===== src/rtl/ibex_rvfi_trace_buffer.sv =====
// rtl/ibex_rvfi_trace_buffer.sv - RVFI retirement trace ring buffer with filter, overflow policy and PC trigger
// Entries are pushed on qualified retirements and drained first-word-fall-through.
module ibex_rvfi_trace_buffer #(
  parameter int Depth       = 16,
  parameter int PostTrigger = 4
) (
  input  logic                       clk_i,
  input  logic                       rst_ni,
  input  logic                       rvfi_valid_i,
  input  logic [63:0]                rvfi_order_i,
  input  logic [31:0]                rvfi_insn_i,
  input  logic                       rvfi_trap_i,
  input  logic                       rvfi_intr_i,
  input  logic                       rvfi_halt_i,
  input  logic [1:0]                 rvfi_mode_i,
  input  logic [31:0]                rvfi_pc_rdata_i,
  input  logic [31:0]                rvfi_pc_wdata_i,
  input  logic [1:0]                 cfg_mode_i,
  input  logic                       cfg_wrap_i,
  input  logic                       cfg_clear_i,
  input  logic                       trig_en_i,
  input  logic [31:0]                trig_pc_i,
  input  logic                       rd_ready_i,
  output logic                       rd_valid_o,
  output logic [31:0]                rd_pc_o,
  output logic [31:0]                rd_insn_o,
  output logic [15:0]                rd_order_o,
  output logic [4:0]                 rd_flags_o,
  output logic [$clog2(Depth):0]     level_o,
  output logic [15:0]                dropped_o,
  output logic                       frozen_o,
  output logic                       trig_hit_o
);

  localparam int AW = $clog2(Depth);
  localparam int LW = AW + 1;

  typedef enum logic [1:0] {ARMED, POST, FROZEN} state_e;

  state_e          state_q, state_d;
  logic [AW-1:0]   post_q, post_d;
  logic            hit_q, hit_d;

  logic [31:0]     pc_mem    [Depth];
  logic [31:0]     insn_mem  [Depth];
  logic [15:0]     order_mem [Depth];
  logic [4:0]      flag_mem  [Depth];

  logic [AW-1:0]   wptr_q, rptr_q;
  logic [LW-1:0]   level_q;
  logic [15:0]     dropped_q;

  logic [31:0]     step;
  logic            discont, filt, q, full, empty, pop, write, drop, adv_rd;
  logic            unused_order;

  assign unused_order = ^rvfi_order_i[63:16];

  always_comb begin
    step    = (rvfi_insn_i[1:0] == 2'b11) ? 32'd4 : 32'd2;
    discont = rvfi_pc_wdata_i != (rvfi_pc_rdata_i + step);
    case (cfg_mode_i)
      2'd1:    filt = 1'b1;
      2'd2:    filt = rvfi_trap_i | rvfi_intr_i;
      2'd3:    filt = rvfi_trap_i | rvfi_intr_i | discont;
      default: filt = 1'b0;
    endcase
    q      = rvfi_valid_i && filt && (state_q != FROZEN);
    full   = level_q == LW'(Depth);
    empty  = level_q == '0;
    pop    = !empty && rd_ready_i;
    // When full without a pop, wrap mode overwrites the head slot (wptr == rptr).
    write  = q && (!full || pop || cfg_wrap_i);
    drop   = q && full && !pop;
    adv_rd = pop || (drop && cfg_wrap_i);
  end

  always_ff @(posedge clk_i or negedge rst_ni) begin
    if (!rst_ni) begin
      wptr_q    <= '0;
      rptr_q    <= '0;
      level_q   <= '0;
      dropped_q <= '0;
      for (int i = 0; i < Depth; i++) begin
        pc_mem[i]    <= '0;
        insn_mem[i]  <= '0;
        order_mem[i] <= '0;
        flag_mem[i]  <= '0;
      end
    end else if (cfg_clear_i) begin
      wptr_q    <= '0;
      rptr_q    <= '0;
      level_q   <= '0;
      dropped_q <= '0;
    end else begin
      if (write) begin
        pc_mem[wptr_q]    <= rvfi_pc_rdata_i;
        insn_mem[wptr_q]  <= rvfi_insn_i;
        order_mem[wptr_q] <= rvfi_order_i[15:0];
        flag_mem[wptr_q]  <= {rvfi_mode_i, rvfi_halt_i, rvfi_intr_i, rvfi_trap_i};
        wptr_q            <= wptr_q + AW'(1);
      end
      if (adv_rd) rptr_q <= rptr_q + AW'(1);
      if (write && !full && !pop) level_q <= level_q + LW'(1);
      else if (pop && !write)     level_q <= level_q - LW'(1);
      if (drop && dropped_q != 16'hFFFF) dropped_q <= dropped_q + 16'd1;
    end
  end

  always_comb begin
    state_d = state_q;
    post_d  = post_q;
    hit_d   = 1'b0;
    if (cfg_clear_i) begin
      state_d = ARMED;
      post_d  = '0;
    end else begin
      case (state_q)
        ARMED: begin
          if (q && trig_en_i && (rvfi_pc_rdata_i == trig_pc_i)) begin
            hit_d = 1'b1;
            if (PostTrigger == 0) begin
              state_d = FROZEN;
            end else begin
              state_d = POST;
              post_d  = AW'(PostTrigger);
            end
          end
        end
        POST: begin
          if (q) begin
            post_d = post_q - AW'(1);
            if (post_q == AW'(1)) state_d = FROZEN;
          end
        end
        default: ;
      endcase
    end
  end

  always_ff @(posedge clk_i or negedge rst_ni) begin
    if (!rst_ni) begin
      state_q <= ARMED;
      post_q  <= '0;
      hit_q   <= 1'b0;
    end else begin
      state_q <= state_d;
      post_q  <= post_d;
      hit_q   <= hit_d;
    end
  end

  assign rd_valid_o = !empty;
  assign rd_pc_o    = pc_mem[rptr_q];
  assign rd_insn_o  = insn_mem[rptr_q];
  assign rd_order_o = order_mem[rptr_q];
  assign rd_flags_o = flag_mem[rptr_q];
  assign level_o    = level_q;
  assign dropped_o  = dropped_q;
  assign frozen_o   = state_q == FROZEN;
  assign trig_hit_o = hit_q;

endmodule


===== config.mk =====
export PLATFORM = sky130hd
export DESIGN_NAME = ibex_rvfi_trace_buffer
export DESIGN_NICKNAME = d
export VERILOG_FILES = /design/src/rtl/ibex_rvfi_trace_buffer.sv
export SDC_FILE = /design/constraint.sdc
export NUM_CORES = 2
export LEC_CHECK = 0
export CAP_MARGIN = 20
export CORE_MARGIN = 5
export CORE_UTILIZATION = 55
export DETAILED_ROUTE_END_ITERATION = 10
export PLACE_DENSITY = 0.81
export SKIP_LAST_GASP = 1
export SLEW_MARGIN = 15
export SYNTH_ARGS = -nofsm -noshare
export SYNTH_HDL_FRONTEND = slang
export SYNTH_SLANG_ARGS = --single-unit

===== constraint.sdc =====
create_clock -name clk_i -period 2.95 [get_ports clk_i]
set_input_delay 0.59 -clock clk_i [delete_from_list [all_inputs] [get_ports clk_i]]
set_output_delay 0.59 -clock clk_i [all_outputs]
set_load 0.01 [all_outputs]

* After elaboration in Yosys (flattened, before gate mapping) *
Cells that the tools add are included.

word-level totals
  output and inout port bits = 109
  bits in registers = 1396
  logic and storage cells = 177

cells by class
  add/sub/neg operators = 7
  bitwise operators = 5
  eq/ne operators = 15
  magnitude comparators = 3
  muxes and demuxes = 45
  reductions and logical operators = 31

operators with widths
  operator                                                   number
  bitwise mux 512 bit                                        2
  binary-select mux 32 bit (select 4 bit)                    2
  bitwise mux 256 bit                                        1
  two-way mux 32 bit                                         5
  demux 32 bit (select 4 bit)                                1
  bitwise mux 80 bit                                         1
  two-way mux 16 bit                                         5
  binary-select mux 16 bit (select 4 bit)                    1
  demux 16 bit (select 4 bit)                                1
  adder 32 x 3 -> 32 bit                                     1
  == test 32 bit                                             1
  inequality test 32 bit                                     1
  two-way mux 5 bit                                          6
  two-way mux 4 bit                                          7
  binary-select mux 5 bit (select 4 bit)                     1
  demux 5 bit (select 4 bit)                                 1
  adder 16 x 1 -> 16 bit (second input constant)             1
  inequality test 16 bit (second input constant)             1
  logical AND 1 bit                                          14
  greater-or-equal comparator 5 bit (second input constant)  2
  inverter 4 -> 5 bit                                        2
  inequality test 3 bit (second input constant)              3
  adder 4 x 1 -> 4 bit (second input constant)               2
  == test 2 bit (second input constant)                      4
  other kinds (25)                                           40

* Depth between registers and ports, before layout *
  word-level depth = 14
  mapped depth = 22
  depth with buffers taken out = 19

* Least setup slack after synthesis *
OpenSTA, ideal clock, no wires.

  path kind = in2reg
  from = input rvfi_insn_i[0]
  to = register level_q[4] (netlist: level_o[4])
  stages on the path = 21
  path slack = -1704 ps
  required time = 2868 ps
  path buffers = 2
  setup time = 82 ps
  data arrival time = 4572 ps
  path through = clkbuf_1 -> nand2_1 -> ha_1 -> fa_1 -> nand4_1 -> nor4_2 -> and3_1 -> or3b_2 -> o21a_1 -> a221oi_1 -> a21o_1 -> buf_2 -> nor2_1 -> nand2_1 -> ha_1 -> a21o_1 -> a21oi_1 -> inv_1 -> nor4b_1 -> mux2i_1 -> a31oi_1

between the ends
  cells in the longest elaborated chain, start to end = 13
  elaborated cells on any way between the ends = 16
  classes of those cells = add/sub: 1; eq/ne: 2; mux: 4; bitwise: 1; reduce/logical: 8

RTL lines
  item                                  line  text
  start: declaration                    11    input logic [31:0] rvfi_insn_i,
  == test 2 bit *                       60    step = (rvfi_insn_i[1:0] == 2'b11) ? 32'd4 : 32'd2;
  two-way mux 3 bit *                   60
  adder 32 x 3 -> 32 bit *              61    discont = rvfi_pc_wdata_i != (rvfi_pc_rdata_i + step);
  inequality test 32 bit *              61
  bitwise OR 1 bit *                    65    2'd3: filt = rvfi_trap_i | rvfi_intr_i | discont;
  one-hot mux 1 bit (3 select lines) *  62    case (cfg_mode_i)
  logical AND 1 bit * (2 in series)     68    q = rvfi_valid_i && filt && (state_q != FROZEN);
  logical AND 1 bit *                   73    write = q && (!full || pop || cfg_wrap_i);
  logical AND 1 bit (2 in series)       104   if (write && !full && !pop) level_q <= level_q + LW'(1);
  two-way mux 5 bit                     104
  two-way mux 5 bit                     90    end else if (cfg_clear_i) begin
  end signal: assignment                104
  end signal: assignment                105   else if (pop && !write) level_q <= level_q - LW'(1);
  end: declaration                      50    logic [LW-1:0] level_q;

Every way passes the cells marked *; elsewhere a longest branch is shown, timed or not.
A chain may end at the register's enable or synchronous reset.

* Worst setup path after layout *
  from = register rptr_q[0]
  to = output rd_pc_o[8]

between the ends
  cells in the longest elaborated chain, start to end = 4

RTL lines
  item                                                    line  text
  start: declaration                                      49    logic [AW-1:0] wptr_q, rptr_q;
  start signal: assignment                                103   if (adv_rd) rptr_q <= rptr_q + AW'(1);
  inverter 4 -> 5 bit (implied by the code)               154   assign rd_pc_o = pc_mem[rptr_q];
  binary-select mux 32 bit (select 4 bit)                 154
  two-way mux 32 bit (implied by the code) (2 in series)  154
  end: declaration                                        25    output logic [31:0] rd_pc_o,

Every way passes these cells. The select of a mux whose other input is x is not followed.

==> results.sh <==
export IMPL_avgViaCountPerCell=7.182
export IMPL_place_congestion=0.8610
export IMPL_maxCapViolations=0
export IMPL_antenna_left=0
export IMPL_synthFlopType="dfrtp_1"
export IMPL_grt_pass1_vias=50915
export IMPL_drt_first_pass_iters=8
export IMPL_switching_share_pct=30.21
export IMPL_wire_length_of_the_first_global_routing_pass_um=331600
export IMPL_netlist_instances=4669
export IMPL_drive_above_1_share_pct=49.15
export IMPL_die_extent_in_y_um=355.1
export IMPL_min_to="insn_mem[320]"
export IMPL_drc=0
export IMPL_ys_types=64
export IMPL_synth_largest_area_cell="dfrtp_1"
export IMPL_start_kind="flip-flop"
export IMPL_signal_arrival_time_at_the_worst_endpoint_ns=3.88
export IMPL_crit_top_cell="buf_12"
export IMPL_async_flop_share_pct=100.0
export IMPL_design_die_area_sq_um=126100
export IMPL_period_minus_slack_ns=4.472
export IMPL_final_design_area_no_fill_sq_um=88340
export IMPL_cts_tree="done"
export IMPL_critical_path_max_stage_delay_ns=0.63
export IMPL_fill_cells=6070
export IMPL_rrSetupSlack_ns=0.14
export IMPL_hold_path_class="in -> reg"
export IMPL_tightestPinTransition_ns=0.9482
export IMPL_max_freq_mhz=223.6
export IMPL_layout_cells_most_common_list="dfrtp_1 (1392), mux2_4 (1110), buf_4 (345)"
export IMPL_critical_path_reg2reg_startpoint="level_o[0]"
export IMPL_cts_path_max_buffers=3
export IMPL_finalCritPeriodShare_pct=151.6
export IMPL_fin_ws_ns=-1.522
export IMPL_synth_yosys_warnings=0
export IMPL_register_area_sq_um=34950
export IMPL_dp_final_hpwl_um=118400
export IMPL_hold_viol=0
export IMPL_final_common_cell="dfrtp_1"
export IMPL_synth_area_per_cell_sq_um=14.03
export IMPL_core_region_area_sq_um=118200
export IMPL_clock_latency_ns=0.82
export IMPL_wl_um=256200
export IMPL_cts_htree_levels=4
export IMPL_highest_ir_drop_seen_on_vdd_v=0.0007176
export IMPL_combPwrFrac_pct=27.4
export IMPL_final_setup_violation_count=1483
export IMPL_required_ns=2.36
export IMPL_synth_enable_flop_cells=0
export IMPL_path_clk_slew_ns=0.07
export IMPL_max_slew_margin_pct=36.59
export IMPL_setup_tns_ns=-1298.52
export IMPL_min_path_cells=3
export IMPL_setup_crit_path_kind="reg -> out"
export IMPL_synthDominantCellAreaShare_pct=53.32
export IMPL_tritoncts_num_buffers=148
export IMPL_floorplan_io_pins=315
export IMPL_pwr_share_clk_pct=34.0
export IMPL_cp_end_kind="primary output"
export IMPL_fin_worst_skew_ns=0.05214
export IMPL_violations_in_the_final_reports="setup timing"
export IMPL_finish_net_count=5587
export IMPL_crit_path_cell_trace="buf_12 > buf_12 > buf_12 > clkbuf_16 > mux2i_1 > a221oi_1 > o21ai_0 > nand2_1 > clkdlybuf4s50_1"
export IMPL_start_util_pct=55.41
export IMPL_via_count=50400
export IMPL_run_status="finished with violations"
export IMPL_worstPathMaxFanout=12
export IMPL_worstReg2RegEnd="level_o[4]"
export IMPL_worstHoldStart="rvfi_insn_i[0]"
export IMPL_tritoncts_num_sinks=1396
export IMPL_power_frac_seq_pct=38.6
export IMPL_drt_wirelength_per_cell_um=36.51
export IMPL_die_w_um=355.1
export IMPL_row_count=126
export IMPL_cell_internal_pwr_mw=39.66
export IMPL_utilization_pct=74.72
export IMPL_maximum_number_of_pins_on_one_net_before_global_route_repair=128
export IMPL_globalRoute_totalOverflow=0
export IMPL_total_leakage_power_nw=44.75
export IMPL_place_port_buffers=266
export IMPL_synth_seq_area_share_pct=53.32
export IMPL_clock_tree_root_cell="clkbuf_16"
export IMPL_synth_fp_nets=4891
export IMPL_cp_slowest_cell="clkdlybuf4s50_1"
export IMPL_grt_usage_pct=34.59
export IMPL_post_synth_main_area_contributors="dfrtp_1 (53%), mux2_2 (16%), mux2_1 (8.6%), mux4_2 (5.8%), mux2i_1 (4.1%)"
export IMPL_multiInputGateArea_sq_um=33690
export IMPL_final_max_slew_violation_count=0
export IMPL_antenna_violations_before_repair=10
export IMPL_r2r_cells=14
export IMPL_total_switching_power_mw=17.17
export IMPL_syn_to_final_growth_pct=34.84
export IMPL_detailedRoute_firstIterationViolations=6715
export IMPL_rsz0062_at_grt="true"
export IMPL_ys_ff_latch=1396
export IMPL_dpl_instance_area_sq_um=77440
export IMPL_pwr_dens_nw_per_um2=643.3
export IMPL_netlist_area_sq_um=65520
[registers in the layout, indices dropped and copies added (netlist names)]
name / cells
state_q: 2
rptr_q: 4
insn_mem: 512
dropped_o: 16
level_o: 5
pc_mem: 512
flag_mem: 80
wptr_q: 4
post_q: 4
order_mem: 256
trig_hit_o: 1
[metrics by stage]
step,hold slack (ns),std cells,setup WS [ns],power [mW]
after global routing,0.3272,7016,-1.465,58.14
after global placement,0.4684,6514,-2.768,35.17
after floorplan,0.2944,4669,-1.213,29.50
after CTS,0.2761,6934,-1.122,54.45
after detailed placement,0.4774,6515,-2.787,35.52
final,0.3198,7018,-1.522,56.83
[worst max-delay path by stage]
stage                    from  slack (ns)      endpoint
2_1_floorplan  rvfi_insn_i[0]       -1.21    level_o[4]
3_3_place_gp   rvfi_insn_i[0]       -2.77   insn_mem[4]
3_5_place_dp   rvfi_insn_i[0]       -2.79   pc_mem[335]
4_1_cts             rptr_q[0]       -1.12  rd_insn_o[8]
5_1_grt             rptr_q[0]       -1.46    rd_pc_o[8]
6_report            rptr_q[0]       -1.52    rd_pc_o[8]
[power by group through the flow]
stage          Clock [mW]  Sequential (mW)  Combinational, mW
2_1_floorplan           0             21.6               7.90
5_1_grt              20.0             22.0               16.2
6_report             19.3             21.9               15.6
3_5_place_dp            0             21.9               13.6
3_3_place_gp            0             21.8               13.4
4_1_cts              18.8             21.6               14.0
[repair_timing]
item	4_1_cts	5_1_grt
pin swaps	9	45
hold buffers	1	0
setup buffers	96	80
hold endpoints to repair	34	0
setup endpoints to repair	1483	1483
gates resized for setup	286	384
gates cloned	67	30
[cells by family after synthesis]
family | share of synthesized area [%]
multiplexers | 34.88
flip-flops | 53.32
AND/OR/NAND/NOR | 2.794
buffers and inverters | 2.777
AO/OA/AOI/OAI | 4.887
adder cells (fa/ha/maj) | 0.3285
XOR/XNOR | 1.016
[Yosys cell counts, drive strengths merged, types with 4 or more instances]
cell    instances
a211oi          5
a21o            7
a21oi         107
a221oi         86
a22oi          85
and2            9
and3           13
and4            5
buf           189
clkbuf        233
dfrtp        1396
ha             14
inv            16
mux2         1453
mux2i         266
mux4          170
nand2         122
nand2b          8
nand3          25
nand3b          4
nand4          33
nor2           47
nor2b          17
nor3           15
nor3b           6
nor4           20
nor4b           6
o211ai          5
o21a            4
o21ai         175
o31ai           4
or4             5
xnor2          57
xor2           19
[per-layer routing]
layer	vias to the layer above	GRT usage, %	wire length, um
met2	4367	55.17	114900
met1	25761	44.32	88940
met4	10	19.68	23850
li1	18633	-	-
met5	-	0	100
met3	1629	7.365	28460
[critical path, delay by kind of cell, from the launching register on]
family / cells / cell delay, ns
buffers and inverters: 5 / 1.26
AND/OR/NAND/NOR: 1 / 0.40
multiplexers: 1 / 0.17
flip-flops: 1 / 0.50
AO/OA/AOI/OAI: 2 / 0.76
[cell type report]
cell class,instances,area share [%]
multi-input cells,2834,38.13
diodes,9,0.02549
well taps,1536,2.175
clock buffers,219,4.973
flip-flops and latches,1396,39.56
repair buffers,968,14.56
clock inverters,39,0.4999
inverters,17,0.07789
Power figures use the tool's default switching activity.
